File: src/rtl/vpu_ovi_pkg.sv
// Shared types for the core-side OVI issue scheduler: ring entry state,
// scoreboard id and the registered issue payload.
package vpu_ovi_pkg;

  typedef logic [4:0] ovi_sb_id_t;

  typedef enum logic [1:0] {
    ENT_FREE   = 2'd0,
    ENT_ISSUED = 2'd1,
    ENT_SENIOR = 2'd2,
    ENT_KILLED = 2'd3
  } ent_state_t;

  typedef struct packed {
    logic [31:0] inst;
    ovi_sb_id_t  sb_id;
    logic [63:0] scalar;
    logic [39:0] vcsr;
    logic        lmulb2;
  } ovi_issue_t;

  typedef struct packed {
    ent_state_t state;
    ovi_sb_id_t sb_id;
  } ring_entry_t;

endpackage

File: src/rtl/vpu_ovi_issue_ctrl_if.sv
// Core request, OVI issue/dispatch/completion and retire signals of the issue scheduler.
// master = scheduler side, slave = core/VPU environment side.
interface vpu_ovi_issue_ctrl_if;
  import vpu_ovi_pkg::*;

  logic        req_valid;
  logic        req_ready;
  logic [31:0] req_inst;
  ovi_sb_id_t  req_sb_id;
  logic [63:0] req_scalar_opnd;
  logic [39:0] req_vcsr;
  logic        req_vcsr_lmulb2;

  logic [31:0] issue_inst;
  ovi_sb_id_t  issue_sb_id;
  logic [63:0] issue_scalar_opnd;
  logic [39:0] issue_vcsr;
  logic        issue_vcsr_lmulb2;
  logic        issue_valid;
  logic        issue_credit;

  logic        commit_valid;
  logic        commit_kill;
  ovi_sb_id_t  dispatch_sb_id;
  logic        dispatch_next_senior;
  logic        dispatch_kill;

  logic        completed_valid;
  ovi_sb_id_t  completed_sb_id;
  logic        retire_valid;
  ovi_sb_id_t  retire_sb_id;

  modport master (
    input  req_valid, req_inst, req_sb_id, req_scalar_opnd, req_vcsr, req_vcsr_lmulb2,
    input  issue_credit, commit_valid, commit_kill, completed_valid, completed_sb_id,
    output req_ready,
    output issue_inst, issue_sb_id, issue_scalar_opnd, issue_vcsr, issue_vcsr_lmulb2, issue_valid,
    output dispatch_sb_id, dispatch_next_senior, dispatch_kill,
    output retire_valid, retire_sb_id
  );

  modport slave (
    output req_valid, req_inst, req_sb_id, req_scalar_opnd, req_vcsr, req_vcsr_lmulb2,
    output issue_credit, commit_valid, commit_kill, completed_valid, completed_sb_id,
    input  req_ready,
    input  issue_inst, issue_sb_id, issue_scalar_opnd, issue_vcsr, issue_vcsr_lmulb2, issue_valid,
    input  dispatch_sb_id, dispatch_next_senior, dispatch_kill,
    input  retire_valid, retire_sb_id
  );

endinterface

File: src/rtl/vpu_ovi_issue_ctrl.sv
// Core-side OVI issue scheduler: credit-gated issue, in-order tracking ring,
// commit/squash to dispatch pulses, in-order retirement with protocol checks.
//
// entry state | meaning
// ENT_FREE    | slot unused
// ENT_ISSUED  | sent to VPU, awaiting core commit decision
// ENT_SENIOR  | committed, awaiting completion
// ENT_KILLED  | squashed, freed silently when it reaches head
module vpu_ovi_issue_ctrl
  import vpu_ovi_pkg::*;
#(
  parameter int CREDITS = 8,
  parameter int DEPTH   = 8
) (
  input  logic                 clk,
  input  logic                 reset_n,
  vpu_ovi_issue_ctrl_if.master bus,
  output logic                 commit_err,
  output logic                 cmpl_err,
  output logic                 credit_err,
  output logic                 idle
);

  localparam int CW = $clog2(CREDITS + 1);
  localparam int AW = $clog2(DEPTH);
  localparam int PW = AW + 1;
  localparam logic [CW-1:0] CRED_MAX = CW'(CREDITS);

  logic [CW-1:0] credits;
  logic [PW-1:0] head, disp, tail;
  ring_entry_t   ring [DEPTH];
  ovi_issue_t    issue_q;
  logic          issue_valid_q;
  ovi_sb_id_t    dispatch_sb_id_q;
  logic          dispatch_next_senior_q;
  logic          dispatch_kill_q;
  logic          retire_valid_q;
  ovi_sb_id_t    retire_sb_id_q;

  logic [AW-1:0] head_idx, disp_idx, tail_idx;
  logic          full, empty, sb_hit, accept, do_commit;
  logic          retire_kill, cmpl_match;

  assign head_idx = head[AW-1:0];
  assign disp_idx = disp[AW-1:0];
  assign tail_idx = tail[AW-1:0];

  assign full  = (head[AW] != tail[AW]) && (head_idx == tail_idx);
  assign empty = (head == tail);

  // A scoreboard id may only be in flight once.
  always_comb begin
    sb_hit = 1'b0;
    for (int i = 0; i < DEPTH; i++) begin
      if (ring[i].state != ENT_FREE && ring[i].sb_id == bus.req_sb_id) sb_hit = 1'b1;
    end
  end

  assign bus.req_ready = (credits != '0) && !full && !sb_hit;
  assign accept        = bus.req_valid && bus.req_ready;
  assign do_commit     = bus.commit_valid && (disp != tail);
  assign retire_kill   = (ring[head_idx].state == ENT_KILLED);
  assign cmpl_match    = bus.completed_valid && (ring[head_idx].state == ENT_SENIOR) &&
                         (ring[head_idx].sb_id == bus.completed_sb_id);
  assign idle          = empty && (credits == CRED_MAX);

  always_ff @(posedge clk or negedge reset_n) begin
    if (!reset_n) begin
      credits                <= CRED_MAX;
      head                   <= '0;
      disp                   <= '0;
      tail                   <= '0;
      for (int i = 0; i < DEPTH; i++) ring[i] <= '{state: ENT_FREE, sb_id: '0};
      issue_q                <= '0;
      issue_valid_q          <= 1'b0;
      dispatch_sb_id_q       <= '0;
      dispatch_next_senior_q <= 1'b0;
      dispatch_kill_q        <= 1'b0;
      retire_valid_q         <= 1'b0;
      retire_sb_id_q         <= '0;
      commit_err             <= 1'b0;
      cmpl_err               <= 1'b0;
      credit_err             <= 1'b0;
    end else begin
      issue_valid_q <= accept;
      if (accept) begin
        issue_q        <= '{inst:   bus.req_inst,     sb_id:  bus.req_sb_id,
                            scalar: bus.req_scalar_opnd, vcsr: bus.req_vcsr,
                            lmulb2: bus.req_vcsr_lmulb2};
        ring[tail_idx] <= '{state: ENT_ISSUED, sb_id: bus.req_sb_id};
        tail           <= tail + 1'b1;
      end

      dispatch_next_senior_q <= do_commit && !bus.commit_kill;
      dispatch_kill_q        <= do_commit && bus.commit_kill;
      commit_err             <= bus.commit_valid && (disp == tail);
      if (do_commit) begin
        ring[disp_idx].state <= bus.commit_kill ? ENT_KILLED : ENT_SENIOR;
        dispatch_sb_id_q     <= ring[disp_idx].sb_id;
        disp                 <= disp + 1'b1;
      end

      // Head entry is never the dispatch or allocation slot when it retires.
      retire_valid_q <= cmpl_match;
      cmpl_err       <= bus.completed_valid && !cmpl_match;
      if (retire_kill || cmpl_match) begin
        ring[head_idx].state <= ENT_FREE;
        head                 <= head + 1'b1;
      end
      if (cmpl_match) retire_sb_id_q <= ring[head_idx].sb_id;

      credit_err <= bus.issue_credit && !accept && (credits == CRED_MAX);
      case ({accept, bus.issue_credit})
        2'b10:   credits <= credits - 1'b1;
        2'b01:   if (credits != CRED_MAX) credits <= credits + 1'b1;
        default: credits <= credits;
      endcase
    end
  end

  assign bus.issue_valid          = issue_valid_q;
  assign bus.issue_inst           = issue_q.inst;
  assign bus.issue_sb_id          = issue_q.sb_id;
  assign bus.issue_scalar_opnd    = issue_q.scalar;
  assign bus.issue_vcsr           = issue_q.vcsr;
  assign bus.issue_vcsr_lmulb2    = issue_q.lmulb2;
  assign bus.dispatch_sb_id       = dispatch_sb_id_q;
  assign bus.dispatch_next_senior = dispatch_next_senior_q;
  assign bus.dispatch_kill        = dispatch_kill_q;
  assign bus.retire_valid         = retire_valid_q;
  assign bus.retire_sb_id         = retire_sb_id_q;

endmodule

File: src/flat_wrapper.sv
// flat-port wrapper written by rule: the top's interface ports become plain ports
module vpu_ovi_issue_ctrl_flat import vpu_ovi_pkg::*;
#(
  parameter int CREDITS = 8,
  parameter int DEPTH   = 8
)
  (clk, reset_n, commit_err, cmpl_err, credit_err, idle, bus_req_valid, bus_req_inst, bus_req_sb_id, bus_req_scalar_opnd, bus_req_vcsr, bus_req_vcsr_lmulb2, bus_issue_credit, bus_commit_valid, bus_commit_kill, bus_completed_valid, bus_completed_sb_id, bus_req_ready, bus_issue_inst, bus_issue_sb_id, bus_issue_scalar_opnd, bus_issue_vcsr, bus_issue_vcsr_lmulb2, bus_issue_valid, bus_dispatch_sb_id, bus_dispatch_next_senior, bus_dispatch_kill, bus_retire_valid, bus_retire_sb_id);
  vpu_ovi_issue_ctrl_if bus_i ();
  input  logic clk;
  input  logic reset_n;
  output logic commit_err;
  output logic cmpl_err;
  output logic credit_err;
  output logic idle;
  input wire logic [$bits(bus_i.req_valid)-1:0] bus_req_valid;
  input wire logic [$bits(bus_i.req_inst)-1:0] bus_req_inst;
  input wire logic [$bits(bus_i.req_sb_id)-1:0] bus_req_sb_id;
  input wire logic [$bits(bus_i.req_scalar_opnd)-1:0] bus_req_scalar_opnd;
  input wire logic [$bits(bus_i.req_vcsr)-1:0] bus_req_vcsr;
  input wire logic [$bits(bus_i.req_vcsr_lmulb2)-1:0] bus_req_vcsr_lmulb2;
  input wire logic [$bits(bus_i.issue_credit)-1:0] bus_issue_credit;
  input wire logic [$bits(bus_i.commit_valid)-1:0] bus_commit_valid;
  input wire logic [$bits(bus_i.commit_kill)-1:0] bus_commit_kill;
  input wire logic [$bits(bus_i.completed_valid)-1:0] bus_completed_valid;
  input wire logic [$bits(bus_i.completed_sb_id)-1:0] bus_completed_sb_id;
  output wire logic [$bits(bus_i.req_ready)-1:0] bus_req_ready;
  output wire logic [$bits(bus_i.issue_inst)-1:0] bus_issue_inst;
  output wire logic [$bits(bus_i.issue_sb_id)-1:0] bus_issue_sb_id;
  output wire logic [$bits(bus_i.issue_scalar_opnd)-1:0] bus_issue_scalar_opnd;
  output wire logic [$bits(bus_i.issue_vcsr)-1:0] bus_issue_vcsr;
  output wire logic [$bits(bus_i.issue_vcsr_lmulb2)-1:0] bus_issue_vcsr_lmulb2;
  output wire logic [$bits(bus_i.issue_valid)-1:0] bus_issue_valid;
  output wire logic [$bits(bus_i.dispatch_sb_id)-1:0] bus_dispatch_sb_id;
  output wire logic [$bits(bus_i.dispatch_next_senior)-1:0] bus_dispatch_next_senior;
  output wire logic [$bits(bus_i.dispatch_kill)-1:0] bus_dispatch_kill;
  output wire logic [$bits(bus_i.retire_valid)-1:0] bus_retire_valid;
  output wire logic [$bits(bus_i.retire_sb_id)-1:0] bus_retire_sb_id;
  assign bus_i.req_valid = bus_req_valid;
  assign bus_i.req_inst = bus_req_inst;
  assign bus_i.req_sb_id = bus_req_sb_id;
  assign bus_i.req_scalar_opnd = bus_req_scalar_opnd;
  assign bus_i.req_vcsr = bus_req_vcsr;
  assign bus_i.req_vcsr_lmulb2 = bus_req_vcsr_lmulb2;
  assign bus_i.issue_credit = bus_issue_credit;
  assign bus_i.commit_valid = bus_commit_valid;
  assign bus_i.commit_kill = bus_commit_kill;
  assign bus_i.completed_valid = bus_completed_valid;
  assign bus_i.completed_sb_id = bus_completed_sb_id;
  assign bus_req_ready = bus_i.req_ready;
  assign bus_issue_inst = bus_i.issue_inst;
  assign bus_issue_sb_id = bus_i.issue_sb_id;
  assign bus_issue_scalar_opnd = bus_i.issue_scalar_opnd;
  assign bus_issue_vcsr = bus_i.issue_vcsr;
  assign bus_issue_vcsr_lmulb2 = bus_i.issue_vcsr_lmulb2;
  assign bus_issue_valid = bus_i.issue_valid;
  assign bus_dispatch_sb_id = bus_i.dispatch_sb_id;
  assign bus_dispatch_next_senior = bus_i.dispatch_next_senior;
  assign bus_dispatch_kill = bus_i.dispatch_kill;
  assign bus_retire_valid = bus_i.retire_valid;
  assign bus_retire_sb_id = bus_i.retire_sb_id;
  vpu_ovi_issue_ctrl #(.CREDITS(CREDITS), .DEPTH(DEPTH)) u_core (.clk(clk), .reset_n(reset_n), .bus(bus_i), .commit_err(commit_err), .cmpl_err(cmpl_err), .credit_err(credit_err), .idle(idle));
endmodule
File: config.mk
export PLATFORM = sky130hd
export DESIGN_NAME = vpu_ovi_issue_ctrl_flat
export DESIGN_NICKNAME = d
export VERILOG_FILES = /design/src/rtl/vpu_ovi_pkg.sv /design/src/rtl/vpu_ovi_issue_ctrl_if.sv /design/src/rtl/vpu_ovi_issue_ctrl.sv /design/src/flat_wrapper.sv
export SDC_FILE = /design/constraint.sdc
export NUM_CORES = 1
export LEC_CHECK = 0
export ABC_AREA = 1
export CELL_PAD_IN_SITES_DETAIL_PLACEMENT = 0
export CELL_PAD_IN_SITES_GLOBAL_PLACEMENT = 1
export CORE_MARGIN = 2
export CORE_UTILIZATION = 35
export CTS_BUF_LIST = sky130_fd_sc_hd__clkbuf_2 sky130_fd_sc_hd__clkbuf_4 sky130_fd_sc_hd__clkbuf_8
export CTS_CLUSTER_SIZE = 12
export DETAILED_ROUTE_END_ITERATION = 8
export GPL_TIMING_DRIVEN = 0
export PLACE_DENSITY_LB_ADDON = 0.1
export SYNTH_ARGS = -nofsm -noshare
export SYNTH_HDL_FRONTEND = slang
export SYNTH_SLANG_ARGS = --single-unit
File: constraint.sdc
create_clock -name clk -period 3.7 [get_ports clk]
set_clock_uncertainty 0.15 [all_clocks]
set_input_delay 0.74 -clock clk [delete_from_list [all_inputs] [get_ports clk]]
set_output_delay 0.74 -clock clk [all_outputs]
set_load 0.05 [all_outputs]
==> out/qor.yml, run 1 <==
switching_share: 0.506
drv_slew: 0
die-area_um2: 33300
routabilityCongestion: 0.912
clk_latency_ns: 0.55
cts_tree: "yes"
worst-setup-path-type: "in2out"
p_int_mw: 8.38
nets: 1995
critPathLaunchType: "input port"
hp-class: "reg2reg"
drt_iter0_drc: 592
setup_viol: 0
grt_pass1_vias: 10100
final_area_um2: 15700
clock.fmax_ghz: 0.283
synth_xor_area_frac: 0.0134
leakage_nw: 8.17
grt_overflow: 0
hold_viol: 0
clock_path_buffers: 3
synth_adder_area_share: 0.00741
crit_required_ns: 2.81
final_util: 0.499
io_buffers: 311
ys_ff_latch: 231
dp_hpwl_um: 26800
synth_compound_area_frac: 0.0612
syn-num-nets: 1637
coreArea_um2: 31500
finalCritPeriodShare: 0.956
ys_types: 31
outcome: "finished, final reports clean"
dr.pass1.iters: 6
grt_pass1_wl_um: 56800
yosys.area.top_type_share: 0.516
rsz0062_at_grt: "false"
synth_largest_area_cell: "dfrtp_1"
fp.dieH_um: 182
maxCapViolations: 0
drc_errors: 0
yosys.area_share.simple: 0.322
arrival_ns: 2.65
vias_per_cell: 4.57
cts-root-buf: "clkbuf_8"
netlist_instances: 1477
async_flop_share: 1.00
die_w_um: 182
powerDensity_nw_per_um2: 1080
ys_seq_area_frac: 0.519
num_io_pins: 315
power_frac_comb: 0.582
htreeDepth: 2
power_mw: 17.0
rows: 65
period_needed_ns: 3.54
start_util: 0.354
synth_area_um2: 11100
ys_warn_count: 0
dpl_cell_area_um2: 14800
synth_common_cells: "802 x nand2_1, 230 x dfrtp_1, 99 x inv_1"
synthMuxAreaShare: 0
diodes: 0
synth_area_per_cell_um2: 7.55
cts_buffers: 43
synth_edf_count: 0
max_slew_margin: 0.553
synthTopCellsByArea: "dfrtp_1 52%, nand2_1 27%, inv_1 3.3%, o21ai_0 2.9%, nor2_1 2.6%"
clock_power_share: 0.148
area.growth.synth_to_final_pct: 40.9
ir_drop_uv: 470
cp-end-kind: "output port"
synth.most_common_cell: "nand2_1"
fin_setup_tns_ns: 0
num_vias: 10300
synth-main-ff-cell: "dfrtp_1"
pwr-share-seq: 0.270
clock_sinks: 231
path_clk_slew_ns: 0.06
totalWireLength_um: 36500
timing.hold.ws_ns: 0.326
grt_max_degree: 93
p_sw_mw: 8.58
path_max_fanout: 10
antenna_found_initial: 0
avgRoutedWirePerCell_um: 16.1
tightest_slew_ns: 0.668
synth_top_family_by_area: "simple AND/OR/NAND/NOR gates"
final_antenna_net_count: 0
grt_usage: 0.218
drive_gt1_frac: 0.0876
worst paths after layout:
kind	slack, ns	depth (start not counted)	end	from
min in group asynchronous	0.53	2	u_core.bus.issue_inst[14]	reset_n
setup reg to reg	0.47	17	u_core.credits[3]	u_core.head[0]
hold / removal	0.33	2	u_core.bus.issue_scalar_opnd[59]	u_core.bus.issue_scalar_opnd[59]
hold reg to reg	0.33	2	u_core.bus.issue_scalar_opnd[59]	u_core.bus.issue_scalar_opnd[59]
max in group asynchronous	2.01	3	u_core.bus.issue_vcsr[9]	reset_n
setup / recovery	0.16	11	bus_req_ready	bus_req_sb_id[2]
routing by layer:
metal / vias to the layer above / global-route usage / part of all wire
li1: 5221 / - / -
met1: 4735 / 0.299 / 0.46
met2: 342 / 0.345 / 0.45
met3: 49 / 0.0539 / 0.073
met4: 0 / 0.0577 / 0.018
met5: - / 0 / 0
power groups by stage:
stage / Combinational [mW] / Sequential (mW) / Clock [mW]
5_1_grt: 10.8 / 4.74 / 2.71
3_3_place_gp: 9.88 / 4.59 / 0
3_5_place_dp: 9.95 / 4.60 / 0
4_1_cts: 9.98 / 4.58 / 2.59
2_1_floorplan: 3.89 / 7.24 / 0
6_report: 9.86 / 4.58 / 2.51
stage by stage:
step | setup slack, ns | std cells
detailed placement | -0.640 | 2192
floorplan | 0.497 | 1477
finish | 0.164 | 2263
global route | 0.0185 | 2263
CTS | 0.0312 | 2264
global placement | -8.86 | 2190
layout by cell type (no fill, tap or decap), types with 2 or more instances in the layout:
cell type	Yosys	final
nand2_1	802	802
clkdlybuf4s50_1	0	308
dfrtp_1	230	230
inv_1	99	99
nor2_1	77	76
o21ai_0	64	64
clkbuf_8	0	53
nand3_1	33	33
o21ai_2	20	20
buf_2	22	19
a21oi_1	19	19
clkbuf_4	0	17
buf_4	16	16
buf_6	15	16
clkbuf_1	16	16
xor2_1	10	10
o21ai_1	8	8
xnor2_1	7	7
inv_2	5	5
nand4_1	5	5
ha_1	5	5
nor3_1	4	4
nand3_2	3	3
or2_2	3	3
a31oi_1	3	3
clkinv_1	2	2
nor2_4	2	2
buf_16	0	2
cells by family after synthesis:
family                     count (synthesis)
adders and majority gates                  6
buffers and inverters                    175
xor gates and xnor gates                  17
and+or+nand+nor                          930
DFF                                      231
AOI/OAI and AO/OA                        118
worst max-delay path, stage by stage:
cell and delay [ns]:
clkdlybuf4s50_1 0.52, inv_1 0.10, clkbuf_4 0.24, o21ai_0 0.17, nor2_1 0.06, nand3_1 0.10, nand2_1 0.11, nor2_2 0.22
nand2_1 0.08, inv_1 0.06, clkbuf_4 0.23
final cells by class:
cell class	count	area, µm²
plain buffers	68	463
clock buffers	68	842
clock inverters	3	23.8
multi-input cells	1071	4510
repair buffers	314	3180
flip-flops and latches	231	5780
fillers	3189	15800
well taps	402	503
inverters	106	398
repair_timing:
action                     4_1_cts  5_1_grt
gates resized for setup          5        6
setup endpoints to repair        2        3
hold buffers                     1        0
hold endpoints to repair        47        0
buffers inserted                 0        0
(Power assumes the default switching activity.)
==> run 2, diff against run 1 <==
--- a/config.mk
+++ b/config.mk
@@ -13,8 +13,8 @@
 export CTS_BUF_LIST = sky130_fd_sc_hd__clkbuf_2 sky130_fd_sc_hd__clkbuf_4 sky130_fd_sc_hd__clkbuf_8
 export CTS_CLUSTER_SIZE = 12
 export DETAILED_ROUTE_END_ITERATION = 8
-export GPL_TIMING_DRIVEN = 0
 export PLACE_DENSITY_LB_ADDON = 0.1
+export SLEW_MARGIN = 20
 export SYNTH_ARGS = -nofsm -noshare
 export SYNTH_HDL_FRONTEND = slang
 export SYNTH_SLANG_ARGS = --single-unit
==> out/qor.yml, run 2 (synthesized netlist as in run 1, its figures left out) <==
finalCritPeriodShare: 0.946  # -0.0100
final_common_cell: "nand2_1"
final_util: 0.495  # -0.00382
arrival_ns: 2.61  # -0.04 ns
wl_met1_um: 16400  # -1.4%
die_w_um: 182  # unchanged
cp-end-kind: "output port"
tightest_slew_ns: 0.685  # +0.0168 ns
grt_pass1_vias: 10000  # -0.49%
hold_viol: 3  # +3
rows: 65  # unchanged
power_mw: 16.8  # -0.88%
final_antenna_net_count: 0  # unchanged
critPathLaunchType: "input port"
violations: "negative hold slack"
worst-setup-path-type: "in2out"
path_max_fanout: 13  # +3
crit_required_ns: 2.81  # about the same
grt_usage: 0.215  # -0.00258
period_needed_ns: 3.50  # -0.0372 ns
clock_sinks: 231  # unchanged
drt_iter0_drc: 694  # +17%
max_slew_margin: 0.542  # -0.0112
area.growth.synth_to_final_pct: 39.8
wl_met3_um: 2500  # -5.7%
grt_max_degree: 91  # -2.2%
fp.dieH_um: 182  # unchanged
setup_viol: 0  # unchanged
leakage_nw: 8.07  # -1.2%
ctsResizeCount: 0  # -5
dp_hpwl_um: 25500  # -4.9%
cts_setup_buffers: 0  # unchanged
cts_buffers: 44  # +2.3%
start_util: 0.354  # unchanged
totalWireLength_um: 36100  # -1.1%
clk_latency_ns: 0.57  # +0.02 ns
nets: 1966  # -1.5%
hold_buffers: 0  # -1
num_io_pins: 315  # unchanged
io_buffers: 314  # +0.96%
htreeDepth: 2  # unchanged
highest_layer: "met4"
timing.hold.ws_ns: -0.0152  # -0.341 ns
wl_met2_um: 16100  # -2.5%
drive_gt1_frac: 0.0798  # -0.00781
num_vias: 10300  # -0.14%
clock_path_buffers: 3  # unchanged
cts_tree: "yes"
ir_drop_uv: 625  # +33%
path_clk_slew_ns: 0.05  # about the same
fin_setup_tns_ns: 0  # unchanged
routabilityCongestion: 0.906  # -0.72%
outcome: "complete, but fails checks"
hp-class: "in2async"
avgRoutedWirePerCell_um: 16.2  # +0.26%
grt_overflow: 0  # unchanged
vias_per_cell: 4.63  # +1.2%
dr.pass1.iters: 4  # -2
grt_pass1_wl_um: 56400  # -0.69%
rsz0062_at_grt: "false"
mostFrequentLayoutCells: "802 x nand2_1, 311 x clkdlybuf4s50_1, 230 x dfrtp_1"
clock.fmax_ghz: 0.286  # +1.1%
cts-root-buf: "clkbuf_8"
fin_ws_ns: 0.202  # +0.0372 ns
antenna_found_initial: 1  # +1
coreArea_um2: 31500  # unchanged
die-area_um2: 33300  # unchanged
powerDensity_nw_per_um2: 1080  # -0.11%
drc_errors: 0  # unchanged
place_ws_ns: 0.188  # +0.828 ns
drv_slew: 0  # unchanged
maxCapViolations: 0  # unchanged
## run 2: report_power, final
group          internal [mW]  total, mW  switching [mW]
Clock                   1.42       2.51            1.09
Combinational           3.08       9.66            6.57
Sequential              3.75       4.64           0.890
Total                   8.25       16.8            8.56
## run 2: path summary, 6_finish.rpt
| check | from | endpoint | slack (ns) | cells after the start |
|---|---|---|---|---|
| min in group clk | u_core.bus.issue_vcsr[4] | u_core.bus.issue_vcsr[4] | 0.32 | 2 |
| hold / removal | reset_n | u_core.bus.issue_inst[14] | -0.02 | 1 |
| hold reg to reg | u_core.bus.issue_vcsr[4] | u_core.bus.issue_vcsr[4] | 0.32 | 2 |
| setup reg to reg | u_core.head[0] | u_core.head[3] | 0.85 | 14 |
| setup / recovery | bus_req_sb_id[3] | bus_req_ready | 0.20 | 12 |
| max in group asynchronous | reset_n | u_core.bus.issue_scalar_opnd[47] | 2.52 | 2 |
## run 2: final cells by class
class,count,area [µm²]
multi-input combinational,1071,4510
tap,402,503
timing repair buffer,352,3530
sequential,231,5780
clock inverter,3,18.8
inverter,106,400
fill,3180,15900
antenna,1,2.50
clock buffer,67,835
## run 2: layer usage
metal,global-route usage,vias to the layer above
met4,0.0774,0
met3,0.0501,72
li1,-,5144
met2,0.337,338
met1,0.293,4778
met5,0,-
## run 2: critical path, cell delays in order
cell and delay [ns]:
clkdlybuf4s50_1 0.44, inv_2 0.23, nand2_1 0.13, o21ai_0 0.14, nor2_1 0.08, nand3_1 0.09
nand2_1 0.05, nor2_1 0.22, buf_4 0.17, nand2_1 0.07, inv_1 0.10, buf_12 0.14
## run 2: stage by stage
step / cell area (µm²) / cells
finish: 15600 / 2233
global route: 15600 / 2233
CTS: 15600 / 2232
detailed placement: 14700 / 2162
global placement: 14700 / 2162
floorplan: 11100 / 1477
==> run 3, diff against run 2 <==
--- a/config.mk
+++ b/config.mk
@@ -6,6 +6,7 @@
 export NUM_CORES = 1
 export LEC_CHECK = 0
 export ABC_AREA = 1
+export ABC_CLOCK_PERIOD_IN_PS = 3700
 export CELL_PAD_IN_SITES_DETAIL_PLACEMENT = 0
 export CELL_PAD_IN_SITES_GLOBAL_PLACEMENT = 1
 export CORE_MARGIN = 2
==> results of run 3 <==
Same layout as run 2: the final DEF is identical, and so are final timing and power.
